===== src/rtl/resp_tx_fifo.sv =====
// Queues 16-bit read responses and sends each one to a UART as the ASCII frame 'M' + 4 hex digits + terminator.
// Define RESP_TX_CRLF_EN to end frames with CR LF. Without it, frames end with LF only.
module resp_tx_fifo #(
    parameter int DEPTH = 4
) (
    input  logic        clk,
    input  logic        rst,
    input  logic [15:0] rdata_i,
    input  logic        rw_i,
    input  logic        valid_i,
    input  logic        ready_i,
    output logic [7:0]  data_o,
    output logic        valid_o,
    output logic        overflow_o
);
    localparam int PW = $clog2(DEPTH);

    typedef enum logic [2:0] {IDLE, HDR, N3, N2, N1, N0, CR, LF} state_t;

    state_t        state_q;
    logic [15:0]   mem_q [DEPTH];
    logic [PW-1:0] wr_ptr_q, rd_ptr_q;
    logic [PW:0]   count_q, count_d;
    logic [15:0]   frame_q;
    logic [7:0]    data_q;
    logic          valid_q, ovf_q;
    logic          empty, full, accept, pop, push_req, push;

    function automatic logic [7:0] hex_ascii(input logic [3:0] n);
        return (n < 4'd10) ? (8'h30 + {4'h0, n}) : (8'h37 + {4'h0, n});
    endfunction

    assign empty    = (count_q == '0);
    assign full     = (count_q == (PW+1)'(DEPTH));
    assign accept   = valid_q && ready_i;
    // Pops happen from IDLE, or back-to-back as the LF byte is taken.
    assign pop      = !empty && ((state_q == IDLE) || (state_q == LF && accept));
    assign push_req = valid_i && !rw_i;
    assign push     = push_req && (!full || pop);

    always_comb begin
        count_d = count_q;
        case ({push, pop})
            2'b10:   count_d = count_q + 1'b1;
            2'b01:   count_d = count_q - 1'b1;
            default: count_d = count_q;
        endcase
    end

    always_ff @(posedge clk) begin
        if (push) mem_q[wr_ptr_q] <= rdata_i;
        if (pop)  frame_q <= mem_q[rd_ptr_q];
    end

    always_ff @(posedge clk) begin
        if (rst) begin
            wr_ptr_q <= '0;
            rd_ptr_q <= '0;
            count_q  <= '0;
            ovf_q    <= 1'b0;
        end else begin
            if (push) wr_ptr_q <= wr_ptr_q + 1'b1;
            if (pop)  rd_ptr_q <= rd_ptr_q + 1'b1;
            count_q <= count_d;
            ovf_q   <= push_req && !push;
        end
    end

    always_ff @(posedge clk) begin
        if (rst) begin
            state_q <= IDLE;
            data_q  <= 8'h00;
            valid_q <= 1'b0;
        end else begin
            case (state_q)
                IDLE: if (pop) begin
                    state_q <= HDR;
                    data_q  <= 8'h4D;
                    valid_q <= 1'b1;
                end
                HDR: if (accept) begin
                    state_q <= N3;
                    data_q  <= hex_ascii(frame_q[15:12]);
                end
                N3: if (accept) begin
                    state_q <= N2;
                    data_q  <= hex_ascii(frame_q[11:8]);
                end
                N2: if (accept) begin
                    state_q <= N1;
                    data_q  <= hex_ascii(frame_q[7:4]);
                end
                N1: if (accept) begin
                    state_q <= N0;
                    data_q  <= hex_ascii(frame_q[3:0]);
                end
                N0: if (accept) begin
`ifdef RESP_TX_CRLF_EN
                    state_q <= CR;
                    data_q  <= 8'h0D;
`else
                    state_q <= LF;
                    data_q  <= 8'h0A;
`endif
                end
                CR: if (accept) begin
                    state_q <= LF;
                    data_q  <= 8'h0A;
                end
                LF: if (accept) begin
                    if (pop) begin
                        state_q <= HDR;
                        data_q  <= 8'h4D;
                    end else begin
                        state_q <= IDLE;
                        valid_q <= 1'b0;
                    end
                end
                default: begin
                    state_q <= IDLE;
                    valid_q <= 1'b0;
                end
            endcase
        end
    end

    assign data_o     = data_q;
    assign valid_o    = valid_q;
    assign overflow_o = ovf_q;
endmodule


===== config.mk =====
export PLATFORM = sky130hd
export DESIGN_NAME = resp_tx_fifo
export DESIGN_NICKNAME = d
export VERILOG_FILES = /design/src/rtl/resp_tx_fifo.sv
export SDC_FILE = /design/constraint.sdc
export NUM_CORES = 1
export LEC_CHECK = 0
export CORE_ASPECT_RATIO = 1.5
export CORE_UTILIZATION = 63
export CTS_CLUSTER_DIAMETER = 40
export CTS_CLUSTER_SIZE = 8
export DETAILED_ROUTE_END_ITERATION = 10
export PLACE_DENSITY = 0.85
export SLEW_MARGIN = 30
export SYNTH_ARGS = -nofsm -noshare
export SYNTH_HDL_FRONTEND = slang
export SYNTH_SLANG_ARGS = --single-unit

===== constraint.sdc =====
create_clock -name clk -period 4.9 [get_ports clk]
set_clock_uncertainty 0.05 [all_clocks]
set_input_delay 0.735 -clock clk [delete_from_list [all_inputs] [get_ports clk]]
set_output_delay 0.735 -clock clk [all_outputs]
set_load 0.02 [all_outputs]

==> metrics <==
peak supply drop roughly 0.30 mV; Setup TNS 0 ns; area leader, netlist edfxtp_1; # rows 37; routed vias/inst ~6.3; I/O pin total 31; CP Data Required Time 5.14 ns; RR Endpoint count_q[2]$_SDFFE_PP0P_; share of cells above drive strength 1 between 10 and 15%; Max-Cap Viols 0; worst r2r src state_q[0]$_SDFFE_PP0P_; reg2reg path depth 9; actual slew at the worst max-slew pin 0.8835 ns; WS Path Type input pin to register; Tmin final between 3 and 4 ns; Reg clk slew, reported paths 0.09 ns; hold endpoint data_o[1]$_SDFFE_PP0P_; synthesized instance count between 300 and 400; syn nets approximately 340; Hold Path Stages 2; final wirelength ~7600 um; Worst path slowest cell clkdlybuf4s50_1; largest net degree at the start of global routing 23; top-count cell post-synth edfxtp_1; fmax between 300 and 400 MHz; register area share after synthesis 63.11%; Worst Path Max Fanout 9; Synth cell types 51; asr flop ratio synth 0%; Die ar. 0.007344 mm2; Post-CTS Resized 0; design area between 0.004 and 0.005 mm2; Inserted Clock Buffers 9; worst hold path class register to register; fin. max-slew vios 0; Critical Path AT 3.51 ns; Worst setup EP type register; routed wire length per instance between 15 and 20 um; Syn Area/Cell 14.18 um2; Layout Nets 367; first-pass GRT wire length about 13000 um; Die W around 70 um; largest cells by area after synthesis edfxtp_1, dfxtp_1, mux4_2; period utilization ~67%; endpoints failing hold 0; Pwr Density approximately 530 mW/mm2; status finished clean; Via Count approximately 2600; clock sink total 99; core footprint roughly 0.007 mm2; slowest stage delay, CP 0.50 ns; DRT iter0 DRCs between 150 and 200; Tot Pwr about 2600 uW; Yosys Warn Count 0; Max-slew headroom about two fifths; Initial Utilization 64.79%; clk_lat worst skew about 0.35 ns; main flop type after synthesis edfxtp_1; antenna cell count 0; Area Growth Syn to Fin 11.95%; Final HPWL DP 5291 um; vias in the first global route about 2600; CTS tree done; CTS root buf clkbuf_8; top cell type's share of synthesized area 54.48%; post-CTS setup buffers 0; Startpoint Class input pin; DRT Pass-1 Iters 4; static leakage between 0.0015 and 0.002 uW; antenna violations before repair 0; critical path's most frequent cell nand2_1; GP Congestion roughly 0.83; FF+latch count, synth a little under 100; Total GRT Usage 23.03%; reg2reg setup slack between 1.5 and 2 ns; # port buffers 29; die height between 100 and 150 um; RSZ-0062 raised after global routing no; Post-DP Area about 0.0047 mm2; worst hold start data_o[1]$_SDFFE_PP0P_; EDFF count, synth 80; DRC Markers 0; total grt overflow 0; critical-path cell list clkdlybuf4s50_1 > and2_1 > a31oi_4 > nor2_1 > nand2_1 > fa_1 > nor3b_1 > nand2_1 > a41o_1 > nor3_1; Commonest cells post-synth edfxtp_1, nand2_1, nor2_1; mapped cell area roughly 0.0044 mm2; H-tree Lvls 3; Detail Route Antenna Nets 0; final setup vio count 0; CTS max path bufs 2; Hold Buf Count CTS 0
kinds of logic after synthesis:
kind of cell,synth area share [%]
other cells,0.08505
fa+ha+maj,2.724
xor+xnor,2.185
mux,9.081
simple gates,9.733
flops,63.11
compound gates,10.07
buf+inv,3.008
worst max-delay path: cells and delay by family:
| family | cells | cell delay, ns |
|---|---|---|
| buf+inv | 1 | 0.50 |
| simple gates | 6 | 1.39 |
| fa+ha+maj | 1 | 0.42 |
| compound gates | 2 | 0.46 |
metal layers:
metal  global-route usage, %  vias to the layer above  part of all wire [%]
met4                   15.14                        0                   3.7
met1                   26.99                     1293                    39
met3                   5.039                       22                   3.3
met2                   37.62                       72                    54
li1                        -                     1246                     -
met5                       0                        -                     0
power by group:
part	total, uW	switching (uW)	leakage (uW)	internal (uW)
clock network	535	252	0.000103	282
logic	850	460	0.000642	390
registers	1250	161	0.000890	1090
final cells by class:
cell class                 instances  area [um2]
timing repair buffer              31       305.3
inverter                          13       48.80
fill                             437        1869
multi-input combinational        183        1494
clock buffer                      15       177.7
tap                               78       97.59
clock inverter                     1       30.03
sequential                        99        2783
cells in the final DEF, fill, tap and decap left out, types with 3 or more instances in the layout:
master and count:
edfxtp_1 80, clkdlybuf4s50_1 29, nand2_1 21, nor2_1 20, dfxtp_1 19, mux4_2 16, o21ai_0 15, inv_1 13
a21oi_1 12, clkbuf_8 10, xnor2_1 8, ha_1 8, nor3_1 7, and2_1 6, nor2b_1 6, a211oi_1 5
mux2i_1 4, nor3b_1 4, a311oi_1 4, clkbuf_1 4, a32oi_1 3, and4b_1 3, xor2_1 3, nand3_1 3
per-stage QoR:
stage	utilization, %	hold WS (ns)	setup WS [ns]	std cells
6_report	72.53	0.4495	1.630	420
5_1_grt	72.53	0.4963	1.412	420
4_1_cts	72.53	0.4566	1.652	420
3_5_place_dp	69.48	0.4452	1.304	404
3_3_place_gp	69.48	0.4265	1.444	404
2_1_floorplan	-	0.4636	1.428	311
how the worst max path moves through the flow:
stage | from | end | slack [ns]
2_1_floorplan | ready_i | count_q[2]$_SDFFE_PP0P_ | 1.43
3_3_place_gp | ready_i | count_q[2]$_SDFFE_PP0P_ | 1.44
3_5_place_dp | ready_i | count_q[2]$_SDFFE_PP0P_ | 1.30
4_1_cts | ready_i | count_q[2]$_SDFFE_PP0P_ | 1.65
5_1_grt | state_q[0]$_SDFFE_PP0P_ | count_q[2]$_SDFFE_PP0P_ | 1.41
6_report | ready_i | count_q[2]$_SDFFE_PP0P_ | 1.63
registers in the layout, summed over array words and instances (netlist names):
| name | cells |
|---|---|
| state_q | 3 |
| count_q | 3 |
| frame_q | 16 |
| data_o | 7 |
| valid_o | 1 |
| wr_ptr_q | 2 |
| overflow_o | 1 |
| rd_ptr_q | 2 |
| mem_q | 64 |
(Power assumes the default switching activity.)
